--- src/rtl/uart_baud_gen.sv ---
// -----------------------------------------------------------------------------
// uart_baud_gen
//
// Baud-tick engine shared by the UART TX and RX paths. It divides clk by a
// run-time divisor and produces two pulses per bit period:
//   half_tick - mid-bit, used by RX to sample at bit centre
//   full_tick - end of bit, used by TX to shift the next bit out
// It also tracks which bit period of the frame is active and flags the end
// of the frame.
//
// Parameters
//   CNT_W     width of divisor and of the internal cycle counter
//   BIT_W     width of frame_bits and bit_idx
//   AUTO_STOP 1: disarm after frame_done, 0: roll straight into the next frame
//   MIN_DIV   smallest usable divisor; smaller requests are raised to it
//
// Ports
//   clk        system clock
//   rst        synchronous, active-high reset
//   enb        run enable; low pauses the counters with state held
//   clear      start/resync; zeroes counters, latches divisor/frame_bits, arms
//   divisor    clk cycles per bit period (sampled on clear only)
//   frame_bits bit periods per frame (sampled on clear only; 0 acts as 1)
//   half_tick  one-cycle mid-bit pulse
//   full_tick  one-cycle end-of-bit pulse
//   bit_idx    current bit period, 0..frame_bits-1
//   frame_done one-cycle pulse alongside full_tick of the last bit
//   busy       generator armed/running
// -----------------------------------------------------------------------------
module uart_baud_gen #(
  parameter int CNT_W     = 16,
  parameter int BIT_W     = 4,
  parameter bit AUTO_STOP = 1'b1,
  parameter int MIN_DIV   = 2
) (
  input  logic             clk,
  input  logic             rst,
  input  logic             enb,
  input  logic             clear,
  input  logic [CNT_W-1:0] divisor,
  input  logic [BIT_W-1:0] frame_bits,
  output logic             half_tick,
  output logic             full_tick,
  output logic [BIT_W-1:0] bit_idx,
  output logic             frame_done,
  output logic             busy
);

  localparam logic [CNT_W-1:0] MIN_DIV_C = CNT_W'(MIN_DIV);
  localparam logic [CNT_W-1:0] CNT_ONE   = CNT_W'(1);
  localparam logic [BIT_W-1:0] BIT_ONE   = BIT_W'(1);

  // ---------------------------------------------------------------------------
  // State
  // ---------------------------------------------------------------------------
  logic [CNT_W-1:0] cnt_q,     cnt_d;
  logic [BIT_W-1:0] bit_idx_q, bit_idx_d;
  logic             busy_q,    busy_d;
  logic [CNT_W-1:0] div_q,     div_d;
  logic [BIT_W-1:0] nbits_q,   nbits_d;

  // ---------------------------------------------------------------------------
  // Decode helpers
  // ---------------------------------------------------------------------------
  logic [CNT_W-1:0] full_pt;   // last count of a bit period
  logic [CNT_W-1:0] half_pt;   // mid-bit count, truncating shift
  logic             run;       // counters may advance and ticks may fire
  logic             at_full;
  logic             at_half;
  logic             last_bit;

  // div_q never drops below MIN_DIV (>= 2), so both subtractions stay
  // non-negative and the full point of an all-ones divisor still fits in
  // CNT_W bits without wrapping.
  assign full_pt = div_q - CNT_ONE;
  assign half_pt = (div_q >> 1) - CNT_ONE;

  // Ticks are suppressed in a clear or reset cycle even when the count
  // matches, so a resync never leaks a stale pulse from the old period.
  assign run      = busy_q & enb & ~clear & ~rst;
  assign at_full  = (cnt_q == full_pt);
  assign at_half  = (cnt_q == half_pt);
  assign last_bit = (bit_idx_q == (nbits_q - BIT_ONE));

  assign half_tick  = run & at_half;
  assign full_tick  = run & at_full;
  assign frame_done = full_tick & last_bit;
  assign bit_idx    = bit_idx_q;
  assign busy       = busy_q;

  // ---------------------------------------------------------------------------
  // Next-state logic
  // ---------------------------------------------------------------------------
  always_comb begin
    // NOTE: every _d gets its hold value first so no path through the
    // branches below leaves a signal unassigned (which would infer a latch).
    cnt_d     = cnt_q;
    bit_idx_d = bit_idx_q;
    busy_d    = busy_q;
    div_d     = div_q;
    nbits_d   = nbits_q;

    if (clear) begin
      // Start or resync: configuration is captured here and only here, so
      // divisor/frame_bits may change freely while a frame is in flight.
      cnt_d     = '0;
      bit_idx_d = '0;
      busy_d    = 1'b1;
      div_d     = (divisor < MIN_DIV_C) ? MIN_DIV_C : divisor;
      nbits_d   = (frame_bits == '0) ? BIT_ONE : frame_bits;
    end else if (busy_q && enb) begin
      if (at_full) begin
        cnt_d = '0;
        if (last_bit) begin
          bit_idx_d = '0;
          if (AUTO_STOP) begin
            busy_d = 1'b0;
          end
        end else begin
          bit_idx_d = bit_idx_q + BIT_ONE;
        end
      end else begin
        cnt_d = cnt_q + CNT_ONE;
      end
    end
    // enb low (or idle): everything holds; a pause is not a restart.
  end

  // ---------------------------------------------------------------------------
  // Registers
  // ---------------------------------------------------------------------------
  always_ff @(posedge clk) begin
    // NOTE: sequential state uses non-blocking assignments so every flop
    // samples the pre-edge values regardless of statement order.
    if (rst) begin
      cnt_q     <= '0;
      bit_idx_q <= '0;
      busy_q    <= 1'b0;
      // Idle divisor is the smallest legal one rather than zero so the
      // decode arithmetic never sees an out-of-range value.
      div_q     <= MIN_DIV_C;
      nbits_q   <= BIT_ONE;
    end else begin
      cnt_q     <= cnt_d;
      bit_idx_q <= bit_idx_d;
      busy_q    <= busy_d;
      div_q     <= div_d;
      nbits_q   <= nbits_d;
    end
  end

endmodule

--- config.mk ---
export PLATFORM = sky130hd
export DESIGN_NAME = uart_baud_gen
export DESIGN_NICKNAME = d
export VERILOG_FILES = /design/src/rtl/uart_baud_gen.sv
export SDC_FILE = /design/constraint.sdc
export NUM_CORES = 1
export LEC_CHECK = 0
export BUFFER_PORTS_ARGS = -buffer_cell sky130_fd_sc_hd__buf_2
export CORE_UTILIZATION = 55
export CTS_BUF_LIST = sky130_fd_sc_hd__clkbuf_16
export CTS_CLUSTER_DIAMETER = 30
export DETAILED_ROUTE_END_ITERATION = 10
export MAX_ROUTING_LAYER = met4
export PLACE_DENSITY = 0.78
export SYNTH_ARGS = -nofsm -noshare
export SYNTH_HDL_FRONTEND = slang
export SYNTH_SLANG_ARGS = --single-unit
--- constraint.sdc ---
create_clock -name clk -period 3.8 [get_ports clk]
set_input_delay 0 -clock clk [delete_from_list [all_inputs] [get_ports clk]]
set_output_delay 0 -clock clk [all_outputs]
set_load 0.01 [all_outputs]
Word-level counts from Yosys, hierarchy flattened
Cells that the tools add are included.
- output and inout bits: 8
- flip-flop bits (word level): 41
- input bits: 24
- order comparisons: 1
- reduce and logical (&&, ||, !) cells: 8
- add/sub/neg operators: 5
- eq/ne operators: 3
- bitwise logic cells: 8
- muxes and demuxes: 8
- operators by type and width (kind ; count):
    == test 16 bit ; 2
    two-way mux 16 bit ; 2
    adder 16 x 1 -> 16 bit, second input constant ; 1
    < comparator 16 x 2 -> 1 bit, second input constant ; 1
    subtractor 15 x 1 -> 16 bit, second input constant ; 1
    subtractor 16 x 1 -> 16 bit, second input constant ; 1
    two-way mux 4 bit ; 2
    bitwise AND 1 bit ; 6
    nonzero test 2 bit ; 3
    adder 4 x 1 -> 4 bit, second input constant ; 1
    == test 4 bit ; 1
    logical NOT 4 bit ; 1
    two-way mux 1 bit ; 4
    subtractor 4 x 1 -> 4 bit, second input constant ; 1
    AND reduction 3 bit ; 1
    inverter 1 bit ; 2
    AND reduction 2 bit ; 1
    OR reduction 2 bit ; 1
    logical AND 1 bit ; 1

Logic depth before layout (Yosys ltp)
Gate-level depths: netlist of the first run.
- depth in word-level cells: 6
- depth in mapped cells: 10
- gate-level depth less buffers: 8

Worst setup path before layout of the first run
No wires, ideal clock.
- path kind: reg2reg
- from: register div_q[2]
- to: register bit_idx_q[0], in the netlist bit_idx[0]
- data arrival time: 2.897 ns
- cell stages (with the launch flop): 10
- slack: 0.785 ns
- clock period less this slack: 3.015 ns
- path buffers: 1
- path through: dfxtp_1 inv_1 ha_1 or3b_2 or4_1 a32o_1 or4_4 or4_4 buf_6 mux2i_1
- word-level cells in the longest chain between the ends: 3
- ends and longest elaborated chain (item ; RTL line ; source):
    from (decl) ; 59 ; logic [CNT_W-1:0] div_q, div_d;
    from (signal assigned) ; 147 ; div_q <= div_d;
    subtractor 16 x 1 -> 16 bit ; 75 ; assign full_pt = div_q - CNT_ONE;
    == test 16 bit ; 81 ; assign at_full = (cnt_q == full_pt);
    AND reduction 2 bit (no source line) ; -- ;
    to (signal assigned) ; 145 ; bit_idx_q <= bit_idx_d;
    to (decl) ; 57 ; logic [BIT_W-1:0] bit_idx_q, bit_idx_d;
No other way between the ends.
A chain may end at the register's enable or synchronous reset.

Worst setup path in the final report of the first run
Ends and elaborated chain as after synthesis.

==> results.toml, run 1 <==
[synthesis]
avgSynthCellArea_um2 = 8.09
yosys-top-cells-area = "dfxtp_1 (29%), xnor2_1 (8.9%), xor2_1 (8.9%)"
synth_cells = 354
synth_edf_count = 0
ys_seq_area_share_pct = 28.6
ys_ff_latch = 41
syn-num-nets = 383
ys_warn_count = 0
synth_top_area_share_pct = 28.6
syn_area_um2 = 2870
ys_async_sr_fraction_pct = 0
synth.distinct_cells = 49
synth_top_area_cell = "dfxtp_1"
yosys_most_used_dff = "dfxtp_1"

[power_and_ir_drop]
p_clk_share_pct = 41.2
p_seq_share_pct = 41.8
p_leak_nw = 1.33
swShare_pct = 25.9
ir_drop_mv = 0.259
p_comb_share_pct = 17.0
powerDensity_nw_per_um2 = 343
p_int_mw = 0.838
power.switching_mw = 0.293

[clock_tree]
cts.htree.levels = 2
clk_pin_slew_worst_paths_ns = 0.06
cts_resized = 0
ctsHoldBuffers = 16
post_cts_buffers = 0
clockRootBuffer = "clkbuf_16"
cts.sinks = 41
clk_path_buf_depth = 2
clk-insertion-delay-late_ns = 0.28
cts_tree = "yes"
cts_buffers = 5

[worst_setup_path]
cp-end-kind = "register"
crit_chain = "inv_1, ha_1, or3b_2, or4_1, a32o_1, or4_4, or4_4, mux2i_1"
crit_top_cell = "or4_4"
critical_path.top_delay_family = "simple AND/OR/NAND/NOR gates"
cpMaxStageDelayCell = "or3b_2"
crit_fanout = 7
arrival_ns = 3.32
criticalPathCategory = "reg2reg"
crit_buf_inv = 1
start_kind = "register"
crit_required_ns = 3.97
reg2reg_from = "div_q[2]"
cp_slowest_stage_delay_ns = 0.50
crit_start = "div_q[2]"

[place]
dp.cells = 422
gp_congestion = 0.947
dp_hpwl_um = 5050
io_buffer_count = 31

[sta]
rsz0062_at_grt = "false"
skew_ns = 0.00628
period_share_pct = 82.9
relSlewSlack_pct = 34.5
tns_ns = 0
setup_viol_count_final = 0
fmax_mhz = 318
min_period_ns = 3.15
hold_viol = 0
final-max-slew-violation-count = 0
tightest_slew_ns = 0.973

[floorplanning]
die_area_um2 = 5500
start_util_pct = 58.7
num_rows = 25
die_x_um = 74.2
coreArea_um2 = 4880
die_y_um = 74.2
ios = 32

[drt]
viasPerCell = 6.12
drtPass1Iterations = 4
wl_um = 7440
vias = 2731
drc = 0
drtAntennaViolNets = 0
drt-initial-drc-count = 181
wl_per_cell_um = 16.7

[layout]
fin_nets = 407
drive_above_1_share_pct = 12.9
antenna_cells = 0
nFillCells = 383
syn_to_final_growth_pct = 15.1
fin_cells = 446

[run_status]
status = "finished clean"

[grt]
grt_overflow_total = 0
antenna_found_initial = 0
grt_pass1_vias = 2620
grt_max_degree = 25
grt_first_pass_wirelength_um = 12100
grt_use_total_pct = 29.8

[worst_hold_path]
hp-class = "in2reg"
hold_start = "divisor[1]"

[run]
drv_cap = 0
-- layout by cell type, fill, tap and decap left out, types with 3 or more instances in the layout --
cell type	Yosys	final
a21oi_1	6	6
and2_1	3	3
and3_1	7	7
buf_2	3	31
clkbuf_16	0	5
dfxtp_1	41	41
dlygate4sd3_1	0	16
ha_1	5	5
inv_1	9	10
mux2i_1	21	21
nand2_1	17	17
nand3_1	9	9
nand3b_1	4	4
nand4_1	10	10
nor2_1	28	28
nor3_1	30	30
nor4_1	15	15
o211ai_1	4	4
o21ai_0	9	9
o22ai_1	4	4
or3_1	4	4
or3b_2	3	3
or4_1	3	3
or4b_2	3	3
xnor2_1	29	29
xor2_1	29	29
-- cell families after synthesis --
group           share of synthesized area, %
simple gates                            28.4
xor+xnor                                17.7
compound gates                          9.78
flops                                   28.6
buf+inv                                 5.94
mux                                     7.34
fa+ha+maj                               2.18
-- metal layers --
metal | global-route usage (%) | routed length (um) | vias up
met3 | 4.34 | 478 | 25
met2 | 49.4 | 3550 | 113
met1 | 36.4 | 3240 | 1274
met5 | - | 0 | -
met4 | 11.5 | 167 | 0
li1 | - | - | 1319
-- power groups by stage --
stage	clock (mW)	sequential, mW	combinational, mW
2_1_floorplan	0	0.462	0.148
3_3_place_gp	0	0.479	0.168
3_5_place_dp	0	0.480	0.171
4_1_cts	0.468	0.471	0.186
5_1_grt	0.488	0.475	0.208
6_report	0.466	0.473	0.192
-- area by class of cell --
class	instances	area, um^2	area share (%)
repair buffers	48	323	9.79
flip-flops and latches	41	821	24.9
clock buffers	5	125	3.79
well taps	67	83.8	2.54
inverters	9	33.8	1.02
multi-input cells	273	1870	56.8
clock inverters	3	37.5	1.14
-- final timing paths --
kind / slack [ns] / cells after the start / to
worst max-delay path: 0.65 / 8 / bit_idx[0]
worst min-delay path: 0.0005 / 2 / div_q[1]
worst max register to register: 0.65 / 8 / bit_idx[0]
worst min register to register: 0.52 / 2 / bit_idx[1]
-- cells in the mapped netlist, drive strengths merged (7+ instances only) --
cell / instances
nand3: 9
mux2i: 21
nor4: 15
o21ai: 9
nor3: 30
dfxtp: 41
clkbuf: 23
xor2: 29
nand2: 17
nand4: 10
xnor2: 29
nor2: 28
inv: 9
and3: 7
buf: 8
-- metrics by stage --
step | total power [mW] | cell area, um^2 | utilization, % | hold WS [ns] | setup slack (ns)
after floorplan | 0.610 | 2870 | - | 0.133 | 0.785
after detailed placement | 0.652 | 2980 | 61.0 | 0.260 | 0.689
final | 1.13 | 3300 | 67.6 | 0.000528 | 0.651
after global routing | 1.17 | 3300 | 67.6 | 0.0146 | 0.543
after CTS | 1.12 | 3300 | 67.6 | 0.00115 | 0.667
after global placement | 0.648 | 2980 | 61.0 | 0.248 | 0.756
-- sequential cells by signal, summed over array words and instances (netlist names) --
name     count
bit_idx      4
busy         1
cnt_q       16
div_q       16
nbits_q      4
Note: power is estimated with default switching activity, not from simulation.
==> run 2, diff against run 1 <==
--- a/config.mk
+++ b/config.mk
@@ -6,7 +6,7 @@
 export NUM_CORES = 1
 export LEC_CHECK = 0
 export BUFFER_PORTS_ARGS = -buffer_cell sky130_fd_sc_hd__buf_2
-export CORE_UTILIZATION = 55
+export CORE_UTILIZATION = 53
 export CTS_BUF_LIST = sky130_fd_sc_hd__clkbuf_16
 export CTS_CLUSTER_DIAMETER = 30
 export DETAILED_ROUTE_END_ITERATION = 10
==> constraint.sdc (replaced) <==
create_clock -name clk -period 2.5 [get_ports clk]
set_input_delay 0 -clock clk [delete_from_list [all_inputs] [get_ports clk]]
set_output_delay 0 -clock clk [all_outputs]
set_load 0.01 [all_outputs]
==> run 2 against run 1 <==
Against the previous run: the flow now finishes with violations (setup timing); clock skew is essentially flat; sequential cell count unchanged; cell count grew 14%; critical path depth is the same; sequential power increased by 48%; worst hold slack improved by 0.034 ns; sequential share of layout area down 4.2 points; critical path type unchanged; utilization grew 9.6 points; critical endpoint is now bit_idx[1]; via count grew 11%.
==> results.toml, run 2 (synthesized netlist as in run 1, its figures left out) <==
[run_status]
status = "complete, but fails checks"
violations = "setup timing"

[clock_tree]
cts_tree = "yes"
clockRootBuffer = "clkbuf_16"
cts.sinks = 41
cts_buffers = 5
cts.htree.levels = 2
clk_pin_slew_worst_paths_ns = 0.06
clk_path_buf_depth = 2
clk-insertion-delay-late_ns = 0.29

[grt]
grt_first_pass_wirelength_um = 13400
grt_pass1_vias = 2820
antenna_found_initial = 0
grt_use_met1_pct = 41.8
grt_max_degree = 22
top_usage_layer = "met2"
grt_use_total_pct = 32.4
use_met3_pct = 6.22
grt_overflow_total = 0
met2_usage_pct = 50.4

[sta]
tns_ns = -2.48
period_share_pct = 110
rsz0062_at_grt = "true"
tightest_slew_ns = 0.528
hold_viol = 0
fin_ws_ns = -0.261
fmax_mhz = 362
setup_viol_count_final = 23
skew_ns = 0.00651
worst_hold_slack_ns = 0.0345
relSlewSlack_pct = 64.5
final-max-slew-violation-count = 0
min_period_ns = 2.76

[drt]
wl_per_cell_um = 17.0
drt-initial-drc-count = 273
drtPass1Iterations = 5
wl_um = 8650
vias = 3039
drc = 0
viasPerCell = 5.96
drtAntennaViolNets = 0

[layout]
finish.utilization_pct = 77.2
layout_commonest_cell = "buf_4"
top_regs = "cnt_q: 16 flops, div_q: 16 flops"
multi_input_area_um2 = 2040
fin_cells = 510
drive_above_1_share_pct = 31.8
antenna_cells = 0
nFillCells = 313
seq_area_um2 = 826
layout_common_cells = "buf_4 (54), dfxtp_1 (37), buf_2 (30)"
syn_to_final_growth_pct = 39.3
fin_nets = 468

[floorplanning]
die_area_um2 = 5700
coreArea_um2 = 5170
die_y_um = 75.5
die_x_um = 75.5
num_rows = 26
start_util_pct = 55.4
ios = 32

[place]
gp_congestion = 0.931
dp_hpwl_um = 5610
dp.cells = 477
io_buffer_count = 31

[worst_hold_path]
hp-class = "in2reg"

[run]
drv_cap = 0

[worst_setup_path]
crit_required_ns = 2.68
start_kind = "register"
criticalPathCategory = "reg2reg"
crit_fanout = 4
cp-end-kind = "register"
arrival_ns = 2.94

[power_and_ir_drop]
powerDensity_nw_per_um2 = 464
ir_drop_mv = 0.455
p_leak_nw = 1.66
## run 2: path summary, 6_finish.rpt
| check | endpoint | startpoint | cells past startpoint | slack [ns] |
|---|---|---|---|---|
| max reg2reg | bit_idx[1] | div_q[2] | 8 | -0.26 |
| min | div_q[5] | divisor[5] | 3 | 0.03 |
| min reg2reg | busy | busy | 2 | 0.53 |
| max | bit_idx[1] | div_q[2] | 8 | -0.26 |
## run 2: where the power goes
| part | switching (mW) | internal, mW |
|---|---|---|
| Combinational | 0.226 | 0.215 |
| Clock | 0.250 | 0.464 |
| Sequential | 0.0222 | 0.676 |
## run 2: routing by layer
metal	vias up	routed length (um)
met3	25	491
met2	132	4160
li1	1439	-
met1	1443	3800
met4	0	193
met5	-	0
## run 2: through the flow
step	setup slack [ns]	power [mW]	area (um^2)
6_report	-0.261	1.85	3990
3_5_place_dp	-0.275	1.07	3450
3_3_place_gp	-0.242	1.07	3450
5_1_grt	-0.326	1.92	3990
4_1_cts	-0.259	1.82	3900
2_1_floorplan	-0.472	0.939	2980
## run 2: final cells by class
class	count	area share, %
sequential	41	20.7
clock inverter	3	0.940
inverter	9	0.846
timing repair buffer	109	21.0
multi-input combinational	273	51.2
clock buffer	5	3.13
tap	70	2.19
## run 2: what timing repair did
action                                  CTS  global route
hold buffers                             19             0
endpoints found under the setup margin   23            24
pin swaps                                 6            11
resized for setup                        10            19
cloned                                    1             0
endpoints found under the hold margin    19             0
buffers inserted                          5             1
## run 2: worst max-delay path, cell delays in order, from the launching register on
cell and delay, ns:
dfxtp_2 0.33, inv_2 0.07, ha_4 0.14, or3b_4 0.37, or4_1 0.47, a32o_2 0.24, or4_4 0.43, or4_4 0.47
mux2i_1 0.14
